===== config.mk =====
export PLATFORM = sky130hd
export DESIGN_NAME = mult_div_unit
export DESIGN_NICKNAME = d
export VERILOG_FILES = /design/src/rtl/multdiv_pkg.sv /design/src/rtl/div_restore_step.sv /design/src/rtl/mult_div_unit.sv
export SDC_FILE = /design/constraint.sdc
export NUM_CORES = 1
export LEC_CHECK = 0
export CORE_MARGIN = 2
export CORE_UTILIZATION = 40
export DETAILED_ROUTE_END_ITERATION = 7
export PLACE_DENSITY = 0.66
export RECOVER_POWER = 25
export SLEW_MARGIN = 5
export SYNTH_ARGS = -nofsm -noshare
export SYNTH_HDL_FRONTEND = slang
export SYNTH_HIERARCHICAL = 1
export SYNTH_SLANG_ARGS = --single-unit

===== constraint.sdc =====
create_clock -name clock -period 5.43 [get_ports clock]
set_input_delay 0.543 -clock clock [delete_from_list [all_inputs] [get_ports clock]]
set_output_delay 0.543 -clock clock [all_outputs]
set_load 0.005 [all_outputs]

===== src/rtl/multdiv_pkg.sv =====
// Shared types and constants for the multi-cycle multiply/divide unit and the
// control unit that issues MULT/DIV requests to it.
package multdiv_pkg;

  typedef enum logic [1:0] {
    IDLE    = 2'd0,
    MUL_RUN = 2'd1,
    DIV_RUN = 2'd2
  } md_state_e;

  localparam int WIDTH_DEF = 32;
  localparam int ITER_LAST = 31;

  // funct field encodings shared with the control unit
  localparam logic [5:0] MULT = 6'b011000;
  localparam logic [5:0] DIV  = 6'b011010;

endpackage


===== src/rtl/div_restore_step.sv =====
// One combinational restoring-division step: shift the next dividend bit into
// the partial remainder and subtract the divisor when it fits.
module div_restore_step #(
  parameter int WIDTH = 32
) (
  input  logic [WIDTH-1:0] rem,
  input  logic [WIDTH-1:0] divisor,
  input  logic             next_bit,
  output logic [WIDTH-1:0] new_rem,
  output logic             q_bit
);

  logic [WIDTH:0] trial_s;

  // trial subtraction; the result is always below the divisor so WIDTH bits suffice
  always_comb begin
    trial_s = {rem, next_bit};
    if (trial_s >= {1'b0, divisor}) begin
      new_rem = trial_s[WIDTH-1:0] - divisor;
      q_bit   = 1'b1;
    end else begin
      new_rem = trial_s[WIDTH-1:0];
      q_bit   = 1'b0;
    end
  end

endmodule


===== src/rtl/mult_div_unit.sv =====
// Multi-cycle signed multiply (radix-2 Booth) / restoring divide with HI/LO.
// Optional macro MULTDIV_UNSIGNED_EN adds is_unsigned for MULTU/DIVU.
module mult_div_unit
  import multdiv_pkg::*;
#(
  parameter int WIDTH = WIDTH_DEF,
  parameter int CNT_W = 6
) (
  input  logic             clock,
  input  logic             reset,
  input  logic             start_mult,
  input  logic             start_div,
  input  logic [WIDTH-1:0] a,
  input  logic [WIDTH-1:0] b,
`ifdef MULTDIV_UNSIGNED_EN
  input  logic             is_unsigned,
`endif
  output logic [WIDTH-1:0] hi,
  output logic [WIDTH-1:0] lo,
  output logic             busy,
  output logic             done,
  output logic             div_zero
);

  localparam logic [CNT_W-1:0] LAST_CNT = CNT_W'(WIDTH - 1);

  md_state_e          state_r, state_nx_s;
  logic [CNT_W-1:0]   cnt_r;
  logic [2*WIDTH:0]   acc_r;
  logic [WIDTH-1:0]   m_r, dvs_r, hi_r, lo_r;
  logic               neg_q_r, neg_r_r, busy_r, done_r, dz_r;
  logic               accept_mul_s, accept_div_s, div_zero_s, step_s, finish_s;
  logic               uns_s, sign_a_s, sign_b_s;
  logic [WIDTH-1:0]   abs_a_s, abs_b_s;
  logic [WIDTH:0]     booth_a_s, booth_m_s, booth_sum_s;
  logic [2*WIDTH:0]   booth_nx_s, div_nx_s, acc_nx_s;
  logic [WIDTH-1:0]   rem_nx_s, quot_s, res_hi_s, res_lo_s;
  logic               q_bit_s;

`ifdef MULTDIV_UNSIGNED_EN
  logic               uns_r;
  assign uns_s = is_unsigned;
`else
  assign uns_s = 1'b0;
`endif

  // operand sign capture and magnitude for the divider
  always_comb begin
    sign_a_s = ~uns_s & a[WIDTH-1];
    sign_b_s = ~uns_s & b[WIDTH-1];
    if (sign_a_s) abs_a_s = -a;
    else          abs_a_s = a;
    if (sign_b_s) abs_b_s = -b;
    else          abs_b_s = b;
  end

  // state register
  always_ff @(posedge clock) begin
    if (reset) state_r <= IDLE;
    else       state_r <= state_nx_s;
  end

  // next-state and control strobes
  always_comb begin
    state_nx_s   = state_r;
    accept_mul_s = 1'b0;
    accept_div_s = 1'b0;
    div_zero_s   = 1'b0;
    step_s       = 1'b0;
    finish_s     = 1'b0;
    case (state_r)
      IDLE: begin
        if (start_mult) begin
          accept_mul_s = 1'b1;
          state_nx_s   = MUL_RUN;
        end else if (start_div) begin
          if (b == {WIDTH{1'b0}}) begin
            div_zero_s = 1'b1;
          end else begin
            accept_div_s = 1'b1;
            state_nx_s   = DIV_RUN;
          end
        end else begin
          state_nx_s = IDLE;
        end
      end
      MUL_RUN, DIV_RUN: begin
        step_s = 1'b1;
        if (cnt_r == LAST_CNT) begin
          finish_s   = 1'b1;
          state_nx_s = IDLE;
        end else begin
          state_nx_s = state_r;
        end
      end
      default: state_nx_s = IDLE;
    endcase
  end

  div_restore_step #(.WIDTH(WIDTH)) u_div_step (
    .rem      (acc_r[2*WIDTH:WIDTH+1]),
    .divisor  (dvs_r),
    .next_bit (acc_r[WIDTH]),
    .new_rem  (rem_nx_s),
    .q_bit    (q_bit_s)
  );

  // iteration datapath; Booth add is one bit wider so a most-negative multiplicand cannot overflow
  always_comb begin
    booth_a_s = {acc_r[2*WIDTH], acc_r[2*WIDTH:WIDTH+1]};
    booth_m_s = {m_r[WIDTH-1], m_r};
    case (acc_r[1:0])
      2'b01:   booth_sum_s = booth_a_s + booth_m_s;
      2'b10:   booth_sum_s = booth_a_s - booth_m_s;
      default: booth_sum_s = booth_a_s;
    endcase
    booth_nx_s = {booth_sum_s, acc_r[WIDTH:1]};
    div_nx_s   = {rem_nx_s, acc_r[WIDTH-1:1], q_bit_s, 1'b0};
    quot_s     = div_nx_s[WIDTH:1];
    if (state_r == MUL_RUN) begin
      acc_nx_s = booth_nx_s;
      res_hi_s = booth_nx_s[2*WIDTH:WIDTH+1];
      res_lo_s = booth_nx_s[WIDTH:1];
`ifdef MULTDIV_UNSIGNED_EN
      // unsigned fix-up: add back each operand's MSB weight into the upper half
      if (uns_r) begin
        res_hi_s = res_hi_s + (m_r[WIDTH-1] ? dvs_r : {WIDTH{1'b0}})
                            + (dvs_r[WIDTH-1] ? m_r : {WIDTH{1'b0}});
      end else begin
        res_hi_s = booth_nx_s[2*WIDTH:WIDTH+1];
      end
`endif
    end else begin
      acc_nx_s = div_nx_s;
      if (neg_q_r) res_lo_s = -quot_s;
      else         res_lo_s = quot_s;
      if (neg_r_r) res_hi_s = -rem_nx_s;
      else         res_hi_s = rem_nx_s;
    end
  end

  // operand latch, iteration, result and pulse registers
  always_ff @(posedge clock) begin
    if (reset) begin
      cnt_r   <= {CNT_W{1'b0}};
      acc_r   <= {(2*WIDTH+1){1'b0}};
      m_r     <= {WIDTH{1'b0}};
      dvs_r   <= {WIDTH{1'b0}};
      hi_r    <= {WIDTH{1'b0}};
      lo_r    <= {WIDTH{1'b0}};
      neg_q_r <= 1'b0;
      neg_r_r <= 1'b0;
      busy_r  <= 1'b0;
      done_r  <= 1'b0;
      dz_r    <= 1'b0;
`ifdef MULTDIV_UNSIGNED_EN
      uns_r   <= 1'b0;
`endif
    end else begin
      if (accept_mul_s) begin
        acc_r <= {{WIDTH{1'b0}}, b, 1'b0};
        m_r   <= a;
        dvs_r <= b;
        cnt_r <= {CNT_W{1'b0}};
`ifdef MULTDIV_UNSIGNED_EN
        uns_r <= uns_s;
`endif
      end else if (accept_div_s) begin
        acc_r   <= {{WIDTH{1'b0}}, abs_a_s, 1'b0};
        dvs_r   <= abs_b_s;
        neg_q_r <= sign_a_s ^ sign_b_s;
        neg_r_r <= sign_a_s;
        cnt_r   <= {CNT_W{1'b0}};
      end else if (step_s) begin
        acc_r <= acc_nx_s;
        cnt_r <= finish_s ? {CNT_W{1'b0}} : cnt_r + {{(CNT_W-1){1'b0}}, 1'b1};
      end
      if (finish_s) begin
        hi_r <= res_hi_s;
        lo_r <= res_lo_s;
      end
      busy_r <= (state_nx_s != IDLE);
      done_r <= finish_s;
      dz_r   <= div_zero_s;
    end
  end

  assign hi       = hi_r;
  assign lo       = lo_r;
  assign busy     = busy_r;
  assign done     = done_r;
  assign div_zero = dz_r;

endmodule


* Word-level counts from Yosys, hierarchy flattened
Cells that the tools add are included.
Storage, ports and cells: flip-flop bits (word level) 206, input port bits 68
Operators by class: bitwise operators 4, reduce and logical (&&, ||, !) cells 9, $lt $le $gt $ge 1, equality and inequality tests 5, add/subtract/negate cells 8, mux-type cells 31
Operators with widths (count):
- 2-to-1 mux 32 bit | 9
- negation 32 bit | 4
- 2-to-1 mux 33 bit | 3
- case mux 33 bit (2 select lines) | 1
- 2-to-1 mux 65 bit | 1
- adder 32 x 32 -> 33 bit | 1
- greater-or-equal comparator 33 x 32 -> 1 bit | 1
- subtractor 32 x 32 -> 33 bit | 1
- zero test 32 bit | 1
- subtractor 32 bit | 1
- 2-to-1 mux 1 bit | 11
- 2-to-1 mux 2 bit | 4
- adder 6 x 1 -> 6 bit, second input constant | 1
- equality test 6 x 5 -> 1 bit, second input constant | 1
- 2-to-1 mux 6 bit | 1
- equality test 2 x 1 -> 1 bit, second input constant | 2
- equality test 2 bit, second input constant | 2
- case mux 2 bit (2 select lines) | 1
- nonzero test 2 bit | 2
- OR reduction 4 bit | 1
- NOT 1 bit | 3
- nonzero test 3 bit | 1
- OR reduction 3 bit | 1
- zero test 2 bit | 1
- 3 further kinds | 3

* Longest topological paths before layout
depth after elaboration 7, depth in mapped cells 23, mapped depth without buffers 21

* By module
Netlist, hierarchy kept.
Modules (own cells, without submodules):
- mult_div_unit | cells each 1883, instances 1, sequential area each 4124.0 µm², area an instance 14089.8 µm²
- div_restore_step | cells each 323, instances 1, sequential area each 0.0 µm², area an instance 2331.0 µm²

* Least setup slack after synthesis
Ideal clock, no wire load.
kind register -> register, from register dvs_r[10], to register hi_r[22] (netlist: hi[22]), setup slack 0.611 ns, buffers on the path 2, required time 5.355 ns, stages on the path, launching flop included 22, period minus slack after synthesis 4.819 ns, setup time 0.075 ns, arrival 4.744 ns, path through dfxtp_1 > inv_1 > ha_1 > clkbuf_1 > nand4_1 > nor3_1 > o211ai_1 > nor4b_4 > o21ai_2 > a31oi_4 > o21a_4 > inv_2 > buf_6 > mux2_2 > or4_1 > or3_1 > nand2b_1 > or3_1 > o41ai_1 > xnor2_1 > o221ai_1 > o21ai_0
On the way: longest elaborated chain between the ends 5, elaborated cells between the ends (all ways) 6, classes of those cells add/sub: 2; order compare: 1; mux: 3
Ends and longest elaborated chain:
- start, declared | RTL line mult_div_unit.sv:30 | logic [WIDTH-1:0] m_r, dvs_r, hi_r, lo_r;
- start signal, assigned | RTL line mult_div_unit.sv:148 | dvs_r <= {WIDTH{1'b0}};
- start signal, assigned | RTL line mult_div_unit.sv:170 | dvs_r <= abs_b_s;
- greater-or-equal comparator 33 x 32 -> 1 bit | RTL line div_restore_step.sv:18 | if (trial_s >= {1'b0, divisor}) begin
- 2-to-1 mux 32 bit | RTL line div_restore_step.sv:18
- net rem_nx_s[6] | RTL line mult_div_unit.sv:37 | logic [WIDTH-1:0] rem_nx_s, quot_s, res_hi_s, res_lo_s;
- negation 32 bit | RTL line mult_div_unit.sv:137 | if (neg_r_r) res_hi_s = -rem_nx_s;
- 2-to-1 mux 32 bit | RTL line mult_div_unit.sv:137
- 2-to-1 mux 32 bit | RTL line mult_div_unit.sv:120 | if (state_r == MUL_RUN) begin
- end signal, assigned | RTL line mult_div_unit.sv:149 | hi_r <= {WIDTH{1'b0}};
- end signal, assigned | RTL line mult_div_unit.sv:179 | hi_r <= res_hi_s;
- end, declared | RTL line mult_div_unit.sv:30
The timed path passes the listed nets, and every way through them passes these cells. A chain may end at the register's enable or synchronous reset.

* Worst setup path in the final report
from register acc_r[42], to register hi_r[22] (netlist: hi[22])
On the way: longest elaborated chain between the ends 5, elaborated cells between the ends (all ways) 9, classes of those cells add/sub: 4; order compare: 1; mux: 4
Ends and longest elaborated chain:
- start, declared | RTL line mult_div_unit.sv:29 | logic [2*WIDTH:0] acc_r;
- start signal, assigned | RTL line mult_div_unit.sv:146 | acc_r <= {(2*WIDTH+1){1'b0}};
- start signal, assigned | RTL line mult_div_unit.sv:161 | acc_r <= {{WIDTH{1'b0}}, b, 1'b0};
- start signal, assigned | RTL line mult_div_unit.sv:169 | acc_r <= {{WIDTH{1'b0}}, abs_a_s, 1'b0};
- greater-or-equal comparator 33 x 32 -> 1 bit | RTL line div_restore_step.sv:18
- 2-to-1 mux 32 bit | RTL line div_restore_step.sv:18
- net rem_nx_s[6] | RTL line mult_div_unit.sv:37
- negation 32 bit | RTL line mult_div_unit.sv:137
- 2-to-1 mux 32 bit | RTL line mult_div_unit.sv:137
- 2-to-1 mux 32 bit | RTL line mult_div_unit.sv:120
The timed path passes the listed nets, and every way through them passes these cells.

==> results.yml <==
synth:
  syn_area_per_cell_um2: 7.444
  synth_seq_area_share_pct: 25.11
  synth_flop_cell: "dfxtp_1"
  netlist_instances: 2206
  yosysWarningCount: 6
  synth.distinct_cells: 80
  synth-edff-count: 0
  syn-num-nets: 2350
  yosys.area.top_type: "dfxtp_1"
  yosysMostFrequentCell: "nand2_1"
  async_flop_share_pct: 0
  synthTopCellsByArea: "dfxtp_1, nand2_1, xnor2_1"
  ys_ff_latch: 206
  synth_area_um2: 16420
  synth_top_cells_by_count: "nand2_1, dfxtp_1, a21oi_1"
  synth_top_area_share_pct: 25.11
global_route:
  grt_overflow_total: 0
  grt_max_degree: 147
  grt_pass1_wl_um: 91430
  track_usage_pct: 27.67
  antenna_found_initial: 1
  grt_pass1_vias: 15876
timing:
  finalSetupViolCount: 0
  finalWorstSetupSlack_ns: 0.3475
  setup_tns_ns: 0
  fmax_mhz: 196.8
  final-hold-violation-count: 0
  skew_ns: 0.02386
  worst_slew_pin_slew_ns: 3.008
  hold_slack_ns: 0.4322
  finalCritPeriodShare_pct: 93.60
  period_minus_slack_ns: 5.082
  finalMaxSlewViolations: 70
  grt_setup_unrepaired: "no"
  relSlewSlack_pct: -100.6
pwr:
  ir_worst_vdd_mv: 0.2279
  power_density_nw_per_um2: 305.9
  power.total_mw: 5.846
  power.leakage_nw: 7.150
placement:
  place_ws_ns: 0.02139
  place_area_um2: 18200
  place_congestion: 0.9504
  placed_cells: 2760
  io_buffers: 134
  post-dp-hpwl_um: 46010
drt:
  drt-initial-drc-count: 1511
  postRouteAntennaNets: 0
  via_per_inst: 5.931
  highest_layer: "met5"
  drt_pass1_iterations: 5
  wl_met2_um: 27880
  vias: 16649
  postRouteWirelength_um: 59740
  wl_per_cell_um: 21.28
  drt-met1-wl_um: 24700
  route.detailed.drc: 0
  wl_met3_um: 3545
clock_network:
  cts.reportedPaths.clkPinSlew_ns: 0.06
  cts.sinks: 206
  hold_buffers: 0
  cts-root-buf: "clkbuf_16"
  clk_path_buf_depth: 3
  htree_levels: 1
  cts_buffers: 25
  clk_latency_ns: 0.57
  cts_tree: "yes"
floorplanning:
  row_count: 74
  core_area_um2: 40650
  die_area_um2: 42690
  die_y_um: 206.6
  ios: 135
  initial_core_util_pct: 40.40
  die_w_um: 206.6
final_layout:
  fin_cells: 2807
  final_cell_area_um2: 19110
  fill_cells: 4047
  nNetsFinal: 2400
  syn2layout_area_growth_pct: 16.40
  antenna-diode-count: 0
  final_util_pct: 47.02
  drive_above_1_share_pct: 7.385
setup_path:
  rr_worst_depth: 18
  critical_path.max_fanout: 10
  crit_path_start_kind: "flop"
  worstSetupStartpoint: "acc_r[42]"
  critPathCaptureType: "flop"
  path_class: "reg2reg"
  rrSetupSlack_ns: 0.35
  crit_arrival_ns: 5.55
  reg2reg_to: "hi[22]"
  crit_required_ns: 5.90
  r2r-start: "acc_r[42]"
run_status:
  status: "finished, violations left"
  violations: "max-capacitance violations, max-slew violations"
worst_hold_path:
  min-delay-start: "reset"
  hold_path_depth: 2
  hold_end: "hi[1]"
  hold_class: "in2reg"
run:
  max-cap-violations: 1
-- power breakdown --
part,internal (mW),switching [mW]
combinational,0.885,1.42
clock,1.07,0.736
sequential,1.60,0.127
-- cells in the final DEF, fill, tap and decap left out, types with 31 or more instances in the layout --
cell               n
o31ai_1           37
nor3_1            40
o211ai_1          76
clkdlybuf4s50_1   97
nor2_1           156
a21oi_1          195
o21ai_0          147
xor2_1            80
dlygate4sd3_1     36
inv_1             76
nand2b_1          31
dfxtp_1          206
ha_1              72
a21o_1            31
a211oi_1          45
xnor2_1          126
buf_4             46
nand2_1          313
-- kinds of logic (layout without fill, tap and decap cells) --
logic type | count (synthesis) | after routing | share of synthesized area, %
AND/OR/NAND/NOR | 732 | 732 | 21.21
flip-flops | 206 | 206 | 25.11
multiplexers | 56 | 56 | 3.871
AO/OA/AOI/OAI | 693 | 693 | 27.22
buffers and inverters | 237 | 306 | 5.715
adder cells (fa/ha/maj) | 76 | 76 | 5.882
XOR/XNOR | 206 | 206 | 10.99
-- metal layers --
layer	global-route usage (%)	vias up
met5	0	-
met4	15.36	2
met3	3.250	163
met2	46.44	599
met1	34.50	7868
li1	-	8017
-- worst max-delay path by stage --
stage | endpoint | slack [ns] | cells after the start
final | hi[22] | 0.35 | 18
after global routing | hi[22] | 0.01 | 19
after CTS | hi[22] | 0.16 | 18
after detailed placement | hi[31] | 0.02 | 19
after global placement | hi[31] | 0.18 | 19
after floorplan | hi[22] | 0.61 | 21
-- flip-flops by register name, indices dropped and copies added, names as in the netlist --
signal / cells
busy: 1
m_r: 32
state_r: 2
neg_r_r: 1
dvs_r: 32
cnt_r: 6
done: 1
hi: 32
div_zero: 1
neg_q_r: 1
acc_r: 65
lo: 32
-- critical path, cell delays in order, from the launching register on --
cell      delay [ns]
dfxtp_1         0.36
ha_1            0.43
nand4_1         0.21
nor3_4          0.24
o211ai_1        0.16
nor4b_4         0.17
o21ai_2         0.18
a31oi_4         0.13
o21a_4          0.25
inv_4           0.14
mux2_2          0.38
or4_1           0.59
or3_1           0.40
nand2b_1        0.23
or3_1           0.41
o41ai_2         0.26
xnor2_1         0.16
o221ai_1        0.12
o21ai_0         0.18
-- final cells by class --
| cell class | count | area, um^2 | area share (%) |
|---|---|---|---|
| Clock buffer | 29 | 660.6 | 3.456 |
| Clock inverter | 17 | 222.7 | 1.165 |
| Inverter | 77 | 291.5 | 1.525 |
| Multi-Input combinational cell | 1763 | 11420 | 59.73 |
| Sequential cell | 206 | 4124 | 21.58 |
| Tap cell | 532 | 665.6 | 3.483 |
| Timing Repair Buffer | 183 | 1732 | 9.060 |
-- what timing repair did --
action	4_1_cts	5_1_grt
pin swaps	0	1
setup buffers	0	1
resized for setup	1	8
endpoints found under the setup margin	1	10
(Power assumes the default switching activity.)
